## src/rtl/quad_step_gen.sv

```systemverilog
// quad_step_gen: quadrature phase generator that walks a paddle decoder one
// count at a time toward a requested target position. Each count is a full
// four-phase cycle ending at 00; only the first edge of the cycle is counted
// by the decoder.
module quad_step_gen #(
  parameter int          STEP_DIV = 4,
  parameter logic [5:0]  INIT_POS = 6'd28
) (
  input  logic       clk,
  input  logic       reset,
  input  logic       reset_game,
  input  logic       cmd_valid,
  input  logic [5:0] cmd_target,
  output logic       cmd_ready,
  output logic       enc_a,
  output logic       enc_b,
  output logic [5:0] cur_y,
  output logic       busy,
  output logic       done
);

  localparam int             HW        = $clog2(STEP_DIV) + 1;
  localparam logic [HW-1:0]  HOLD_LAST = HW'(STEP_DIV - 1);

  // Phase levels as {a, b}
  localparam logic [1:0] ENC_IDLE = 2'b00;
  localparam logic [1:0] ENC_UP1  = 2'b10;
  localparam logic [1:0] ENC_DN1  = 2'b01;
  localparam logic [1:0] ENC_MID  = 2'b11;

  typedef enum logic [2:0] {
    IDLE,
    P1,
    P2,
    P3,
    P4
  } state_t;

  state_t          state_reg;
  logic [HW-1:0]   hold_reg;
  logic            dir_up_reg;
  logic [5:0]      target_reg;
  logic [5:0]      cur_y_reg;
  logic [1:0]      enc_reg;
  logic            done_reg;
  logic            hold_end;

  assign hold_end = (hold_reg == HOLD_LAST);

  // Phase sequencer: latches targets, steps through P1..P4 with a hold
  // counter, and updates the mirrored position on every entry into P1.
  always_ff @(posedge clk) begin
    if (reset || reset_game) begin
      state_reg  <= IDLE;
      hold_reg   <= '0;
      dir_up_reg <= 1'b0;
      target_reg <= INIT_POS;
      cur_y_reg  <= INIT_POS;
      enc_reg    <= ENC_IDLE;
      done_reg   <= 1'b0;
    end else begin
      done_reg <= 1'b0;
      case (state_reg)
        IDLE: begin
          hold_reg <= '0;
          enc_reg  <= ENC_IDLE;
          if (cmd_valid) begin
            target_reg <= cmd_target;
            if (cmd_target > cur_y_reg) begin
              dir_up_reg <= 1'b1;
              cur_y_reg  <= cur_y_reg + 6'd1;
              enc_reg    <= ENC_UP1;
              state_reg  <= P1;
            end else if (cmd_target < cur_y_reg) begin
              dir_up_reg <= 1'b0;
              cur_y_reg  <= cur_y_reg - 6'd1;
              enc_reg    <= ENC_DN1;
              state_reg  <= P1;
            end else begin
              // Already there: acknowledge without emitting any edge
              done_reg <= 1'b1;
            end
          end
        end
        P1: begin
          if (hold_end) begin
            hold_reg  <= '0;
            enc_reg   <= ENC_MID;
            state_reg <= P2;
          end else begin
            hold_reg <= hold_reg + 1'b1;
          end
        end
        P2: begin
          if (hold_end) begin
            hold_reg  <= '0;
            enc_reg   <= dir_up_reg ? ENC_DN1 : ENC_UP1;
            state_reg <= P3;
          end else begin
            hold_reg <= hold_reg + 1'b1;
          end
        end
        P3: begin
          if (hold_end) begin
            hold_reg  <= '0;
            enc_reg   <= ENC_IDLE;
            state_reg <= P4;
          end else begin
            hold_reg <= hold_reg + 1'b1;
          end
        end
        P4: begin
          if (hold_end) begin
            hold_reg <= '0;
            if (cur_y_reg == target_reg) begin
              state_reg <= IDLE;
              done_reg  <= 1'b1;
            end else begin
              // Next count: the counted edge and the position update coincide
              state_reg <= P1;
              if (dir_up_reg) begin
                cur_y_reg <= cur_y_reg + 6'd1;
                enc_reg   <= ENC_UP1;
              end else begin
                cur_y_reg <= cur_y_reg - 6'd1;
                enc_reg   <= ENC_DN1;
              end
            end
          end else begin
            hold_reg <= hold_reg + 1'b1;
          end
        end
        default: begin
          state_reg <= IDLE;
          hold_reg  <= '0;
          enc_reg   <= ENC_IDLE;
        end
      endcase
    end
  end

  assign enc_a     = enc_reg[1];
  assign enc_b     = enc_reg[0];
  assign cur_y     = cur_y_reg;
  assign done      = done_reg;
  assign busy      = (state_reg != IDLE);
  assign cmd_ready = (state_reg == IDLE);

endmodule

```

## config.mk

```make
export PLATFORM = sky130hd
export DESIGN_NAME = quad_step_gen
export DESIGN_NICKNAME = d
export VERILOG_FILES = /design/src/rtl/quad_step_gen.sv
export SDC_FILE = /design/constraint.sdc
export NUM_CORES = 1
export LEC_CHECK = 0
export CORE_MARGIN = 3
export CORE_UTILIZATION = 50
export CTS_BUF_LIST = sky130_fd_sc_hd__clkbuf_8
export DETAILED_ROUTE_END_ITERATION = 16
export GPL_ROUTABILITY_DRIVEN = 0
export MAX_ROUTING_LAYER = met4
export PLACE_DENSITY = 0.73
export SKIP_CTS_REPAIR_TIMING = 1
export SLEW_MARGIN = 40
export SYNTH_ARGS = -nofsm -noshare
export SYNTH_HDL_FRONTEND = slang
export SYNTH_SLANG_ARGS = --single-unit
```

## constraint.sdc

```tcl
create_clock -name clk -period 2.3 [get_ports clk]
set_input_delay 0.69 -clock clk [delete_from_list [all_inputs] [get_ports clk]]
set_output_delay 0.69 -clock clk [all_outputs]
set_load 0.03 [all_outputs]
```

# After elaboration in Yosys (flattened, before gate mapping)
# Cells that the tools add are included.
# Widths: inputs -> output; s select.
# classes
n_addsub	3
n_eq_ne	13
reduce_logical	12
bitwise_logic	1
muxes	35
order_cmp	2
# ops
op	n
$mux 6	6
$mux 3	7
$mux 2	9
$pmux 3 s5	1
$ne 2x2->1 const B	6
$pmux 6 s2	1
$pmux 2 s5	1
$reduce_and 5->1	2
$eq 3x2->1 const B	3
$mux 1	9
$add 6x1->6 const B	1
$eq 6x6->1	1
$gt 6x6->1	1
$lt 6x6->1	1
$reduce_and 6->1	1
$sub 6x1->6 const B	1
$reduce_bool 2->1	2
$reduce_or 4->1	1
$add 3x1->3 const B	1
$eq 3x1->1 const B	1
$eq 3x3->1 const B	1
$logic_not 3->1	1
$ne 3x1->1 const B	1
$reduce_and 3->1	1
6 further kinds	6
# totals
out_inout_bits	11
regBits	22
input_bits	10

# Logic depth before layout (Yosys ltp)
# Gate-level depths: netlist (run 1).
# depth
ltp_word	5
depth_mapped	9
depth_no_buf	8

# Least setup slack after synthesis (run 1)
# Ideal clock, no wire load.
# synth_timing
kind	reg2reg
start	register cur_y_reg[3], in the netlist cur_y[3]
end	register cur_y_reg[3], in the netlist cur_y[3]
arrival_ns	2.129
required_time_ns	2.167
setup_time_ns	0.133
stages_incl_launch_ff	9
setup_slack_ns	0.038
path_cell_list	dfxtp_1 inv_1 ha_1 nand4_2 a21o_2 a31oi_4 mux2_4 o21ai_1 nand3b_1
# synth_between
elab_chain_len	5
# synth_rtl
element	line	text
start, declared	43	logic [5:0] cur_y_reg;
start signal, assigned	71	cur_y_reg <= cur_y_reg + 6'd1;
start signal, assigned	76	cur_y_reg <= cur_y_reg - 6'd1;
start signal, assigned	122	cur_y_reg <= cur_y_reg + 6'd1;
$sub 6x1->6 / $add 6x1->6 (equally long branches)	--	
$mux 6, on equally long branches	121, 74	
$mux 6, on equally long branches	115, 69	
$mux 6, on equally long branches	113, 67	
$pmux 6 s2	63	case (state_reg)
# Several ways; a longest one is shown, not always the timed one. The select of a mux whose other input is x is not followed.
# A chain may end at the register's enable or synchronous reset.

# Worst setup path in the final report (run 1)
# layout_timing
start	register cur_y_reg[2], in the netlist cur_y[2]
end	register cur_y_reg[3], in the netlist cur_y[3]
# The elaborated chain is that of the path after synthesis.

==> results.yml, run 1 <==
clock_network:
  cts_root_buf: "clkbuf_8"
  cts_tree: "yes"
  cts.clk_slew.worst_paths_ns: 0.08
  clockBufferDepth: 2
  clk_latency_ns: 0.27
  cts_buffers: 3
  h-tree-depth: 1
  cts_num_sinks: 22
timing:
  skew_ns: 0.00220
  slew_headroom_pct: 69.5
  fmax_mhz: 445
  finalSetupTns_ns: 0
  hold_viol: 0
  period_share_pct: 97.8
  tightest_slew_ns: 0.453
  finalWorstSetupSlack_ns: 0.0504
  fin_crit_ns: 2.25
  report.final.slew_viol_count: 0
  setup-violations-final: 0
  whs_ns: 0.424
worst_setup_path:
  rrSetupSlack_ns: 0.05
  reg2reg_from: "cur_y[2]$_SDFFE_PP1P_"
  worst_r2r_endpoint: "cur_y[3]$_SDFFE_PP1P_"
  cp_slowest_cell: "dfxtp_1"
  crit_required_ns: 2.45
  ff2ff_path_depth: 8
  start_kind: "register"
  end_kind: "register"
  path_class: "register to register"
  critPathMaxFanout: 7
  cp.arrival_ns: 2.40
  cp-startpoint: "cur_y[2]$_SDFFE_PP1P_"
  path_cells: "inv_2 > ha_4 > nand4_2 > a21o_4 > a31oi_4 > mux2_4 > o21ai_1 > nand3b_1"
  max_stage_delay_ns: 0.49
drt:
  wl_per_cell_um: 16.3
  vias: 1383
  first_iter_violations: 38
  via_per_inst: 5.76
  first_pass_iters: 4
  postRouteWirelength_um: 3920
  ant_nets: 0
  drc: 0
synthesis:
  syn_avg_cell_area_um2: 8.45
  synth_most_common_cell: "dfxtp_1"
  synth_seq_cells: 22
  synth_async_sr_flop_share_pct: 0
  ys_types: 47
  synthFlopType: "dfxtp_1"
  synth_top_area_share_pct: 30.9
  netlist_area_um2: 1430
  synthTopCellsByArea: "dfxtp_1 (31%), ha_1 (8.8%), nand2_1 (5.0%), a21oi_1 (3.9%), nand3_1 (3.9%)"
  synth_fp_nets: 189
  yosys.area.top_type: "dfxtp_1"
  yosysWarnings: 0
  ys_seq_area_share_pct: 30.9
  synth_edf_count: 0
  syn_inst: 169
  synth_common_cells: "dfxtp_1 (22), nand2_1 (19), inv_1 (12), a21oi_1 (11), nand3_1 (11)"
grt:
  grt-ovfl-total: 0
  grt_max_degree: 16
  grt_antenna_before_repair: 0
  grt_pass1_wl_um: 5820
  gr-usage-all-layers_pct: 22.4
  grt_pass1_vias: 1269
place:
  port_buffers: 20
  post-dp-hpwl_um: 2580
  place_ws_ns: -0.616
  placed_area_um2: 1750
  placed_cells: 230
hold_path:
  holdCritStartpoint: "hold_reg[0]$_SDFF_PP0_"
  hold_class: "register to register"
  hold_depth: 1
  min_to: "hold_reg[0]$_SDFF_PP0_"
die:
  die_h_um: 59.4
  core-area_um2: 2590
  start_util_pct: 55.1
  io_pins: 21
  die_w_um: 59.4
  placement_rows: 18
  fp.dieArea_um2: 3530
pwr:
  max-vdd-ir-drop_uv: 430
  leakagePower_nw: 0.854
  p_per_area_nw_per_um2: 451
run_status:
  status: "finished, final reports clean"
layout:
  nFillCells: 174
  nets: 231
  drive_gt1_share_pct: 27.6
  final_cells: 240
  design_area_um2: 2000
  syn_to_final_growth_pct: 39.9
  antennaDiodeCount: 0
flow_run:
  drv_cap: 0
-- metal layers --
layer / up-vias / track usage (%) / share of wire [%]
li1: 679 / - / -
met1: 638 / 30.0 / 43
met2: 61 / 32.1 / 47
met3: 5 / 4.14 / 8.5
met4: 0 / 10.4 / 1.1
met5: - / - / 0
-- power by group --
part	leakage (nW)	switching [mW]	internal [mW]
clock	0.0288	0.129	0.153
combinational	0.646	0.114	0.104
sequential	0.179	0.00996	0.391
-- area by class of cell --
class	instances	area, um^2	area share [%]
clock buffer	4	55.1	2.76
timing repair buffer	42	380	19.0
multi-input combinational	128	1030	51.6
tap	30	37.5	1.88
inverter	14	52.6	2.63
sequential	22	440	22.1
-- per-stage QoR --
stage | utilization (%) | total power, mW
floorplan | - | 0.512
global placement | 67.4 | 0.578
detailed placement | 67.4 | 0.582
CTS | 69.5 | 0.867
global route | 77.1 | 0.940
finish | 77.1 | 0.901
-- cells in the final DEF (no fill, tap or decap), types with 2 or more instances in the layout --
cell type / synthesis / routed
a21oi_1: 11 / 8
a21oi_2: 0 / 3
a32oi_4: 0 / 2
and2_1: 2 / 2
buf_4: 0 / 23
clkbuf_8: 0 / 4
clkdlybuf4s50_1: 0 / 12
dfxtp_1: 22 / 22
dlymetal6s2s_1: 0 / 7
ha_1: 10 / 5
ha_4: 0 / 5
inv_1: 12 / 12
inv_2: 2 / 2
mux2_4: 2 / 2
mux2i_1: 5 / 5
nand2_1: 19 / 18
nand2_2: 1 / 2
nand3_1: 11 / 11
nand3b_1: 2 / 2
nor2_1: 10 / 10
nor3_1: 4 / 4
nor3_2: 2 / 2
o21ai_0: 6 / 6
o21ai_1: 4 / 3
or3_1: 4 / 4
xnor2_1: 4 / 4
xor2_1: 4 / 4
-- critical path, delay by kind of cell (launching register included) --
family | cells | cell delay, ns
buf+inv | 1 | 0.11
fa+ha+maj | 1 | 0.28
compound gates | 3 | 0.64
flops | 1 | 0.49
simple gates | 2 | 0.28
mux | 1 | 0.34
-- worst max path at each step --
stage	endpoint	slack [ns]	cells past startpoint
final	cur_y[3]$_SDFFE_PP1P_	0.05	8
after global routing	cur_y[3]$_SDFFE_PP1P_	-0.01	8
after CTS	cur_y[5]$_SDFFE_PP0P_	-0.34	8
after detailed placement	cur_y[5]$_SDFFE_PP0P_	-0.62	8
after global placement	cur_y[5]$_SDFFE_PP0P_	-0.50	8
after floorplan	cur_y[3]$_SDFFE_PP1P_	0.04	8
-- cell families (layout without fill, tap and decap cells) --
logic type | after synthesis | count (layout) | synth area share, %
and+or+nand+nor | 67 | 67 | 25.5
AOI/OAI and AO/OA | 34 | 35 | 16.7
DFF | 22 | 22 | 30.8
buffers and inverters | 20 | 60 | 6.84
adders and majority gates | 10 | 10 | 8.76
xor gates and xnor gates | 8 | 8 | 4.91
muxes | 8 | 8 | 6.40
Note: power is estimated with default switching activity, not from simulation.
==> run 2, diff against run 1 <==
CORE_UTILIZATION = 56   (was 50)
PLACE_DENSITY = 0.78   (was 0.73)
clock period = 2.2 ns   (was 2.3 ns; I/O delays follow)
==> run 2 against run 1 <==
Effect of this change:
- the flow now finishes with violations (setup timing)
- clock skew barely moved
- critical endpoint is now cur_y[5]$_SDFFE_PP0P_
- clock-buffer cell count is the same
- final area down 1.8%
==> results.yml, run 2 (synthesized netlist as in run 1, its figures left out) <==
grt:
  grt_max_degree: 16
  grt_antenna_before_repair: 0
  grt-ovfl-total: 0
  gr-usage-all-layers_pct: 24.7
  grt_pass1_vias: 1380
  grt_pass1_wl_um: 5990
timing:
  slew_headroom_pct: 72.0
  fin_crit_ns: 2.24
  finalWorstSetupSlack_ns: -0.0354
  rsz0062_at_grt: "true"
  hold_viol: 0
  tightest_slew_ns: 0.420
  whs_ns: 0.424
  report.final.slew_viol_count: 0
  skew_ns: 0.00254
  period_share_pct: 102
  fmax_mhz: 447
  setup-violations-final: 2
layout:
  nets: 231
  design_area_um2: 1960
  utilization_pct: 84.6
  drive_gt1_share_pct: 31.4
  antennaDiodeCount: 0
  final_cell_mix: "buf_4 (23), nand2_1 (19), dfxtp_1 (18)"
  final_common_cell: "buf_4"
  syn_to_final_growth_pct: 37.4
worst_setup_path:
  max_stage_delay_ns: 0.42
  path_class: "input port to register"
  start_kind: "input port"
  path_cells: "clkbuf_2 > ha_4 > nand4_4 > a21o_4 > a31oi_4 > mux2i_1 > or3_1 > a21oi_2"
  cp.arrival_ns: 2.44
  crit_required_ns: 2.41
  cp_slowest_cell: "or3_1"
  critPathMaxFanout: 5
  end_kind: "register"
place:
  placed_area_um2: 1780
  port_buffers: 20
  post-dp-hpwl_um: 2640
clock_network:
  cts_tree: "yes"
  cts_root_buf: "clkbuf_8"
  clockBufferDepth: 2
  cts_buffers: 3
  cts_num_sinks: 22
  h-tree-depth: 1
  clk_latency_ns: 0.27
  cts.clk_slew.worst_paths_ns: 0.08
pwr:
  p_per_area_nw_per_um2: 479
  leakagePower_nw: 0.815
  max-vdd-ir-drop_uv: 457
  report.power.total_uw: 940
drt:
  vias: 1503
  ant_nets: 0
  via_per_inst: 6.32
  wl_per_cell_um: 19.0
  first_iter_violations: 70
  drc: 0
  postRouteWirelength_um: 4510
  first_pass_iters: 4
run_status:
  violations: "setup timing"
  status: "finished, violations left"
die:
  die_w_um: 56.5
  start_util_pct: 61.6
  placement_rows: 17
  die_h_um: 56.5
  io_pins: 21
  fp.dieArea_um2: 3190
  core-area_um2: 2320
flow_run:
  drv_cap: 0
hold_path:
  hold_class: "register to register"
## run 2: changes by cell type in the layout (fill, tap and decap cells not counted), sizes merged
cell / before / now
dlymetal6s2s: 7 / 3
a32oi: 2 / 1
buf: 23 / 24
clkbuf: 4 / 8
## run 2: final timing paths
kind	startpoint	to	slack, ns	cells after the start
worst min register to register	hold_reg[0]$_SDFF_PP0_	hold_reg[0]$_SDFF_PP0_	0.42	1
worst min-delay path	hold_reg[0]$_SDFF_PP0_	hold_reg[0]$_SDFF_PP0_	0.42	1
worst max-delay path	cmd_target[2]	cur_y[5]$_SDFFE_PP0P_	-0.04	8
worst max register to register	cur_y[3]$_SDFFE_PP1P_	cur_y[5]$_SDFFE_PP0P_	0.02	8
## run 2: metrics by stage
| stage | instances | setup TNS [ns] | setup slack [ns] |
|---|---|---|---|
| 4_1_cts | 237 | -2.16 | -0.395 |
| 3_5_place_dp | 233 | -4.63 | -0.674 |
| 2_1_floorplan | 169 | 0 | 0.00912 |
| 5_1_grt | 238 | -0.270 | -0.114 |
| 3_3_place_gp | 233 | -4.18 | -0.569 |
| 6_report | 238 | -0.0505 | -0.0354 |
## run 2: cell type report
type	instances	area, um^2
multi-input cells	127	1010
fillers	131	357
well taps	28	35.0
repair buffers	43	362
inverters	14	52.6
flip-flops and latches	22	445
clock buffers	4	55.1
## run 2: worst max-delay path, delay by kind of cell
kind            cells  cell delay, ns
buf+inv             1            0.13
mux                 1            0.17
compound gates      3            0.63
fa+ha+maj           1            0.29
simple gates        2            0.57
## run 2: report_power, final
| group | total, mW | internal (mW) | switching, mW |
|---|---|---|---|
| Combinational | 0.223 | 0.0988 | 0.124 |
| Clock | 0.299 | 0.160 | 0.139 |
| Sequential | 0.418 | 0.409 | 0.00880 |
| Total | 0.940 | 0.668 | 0.272 |
## run 2: metal layers
layer | GRT usage, % | share of wire, % | vias to the layer above
li1 | - | - | 674
met1 | 30.9 | 40 | 697
met2 | 38.0 | 47 | 102
met3 | 4.37 | 7.8 | 30
met4 | 12.2 | 5.4 | 0
met5 | - | 0 | -
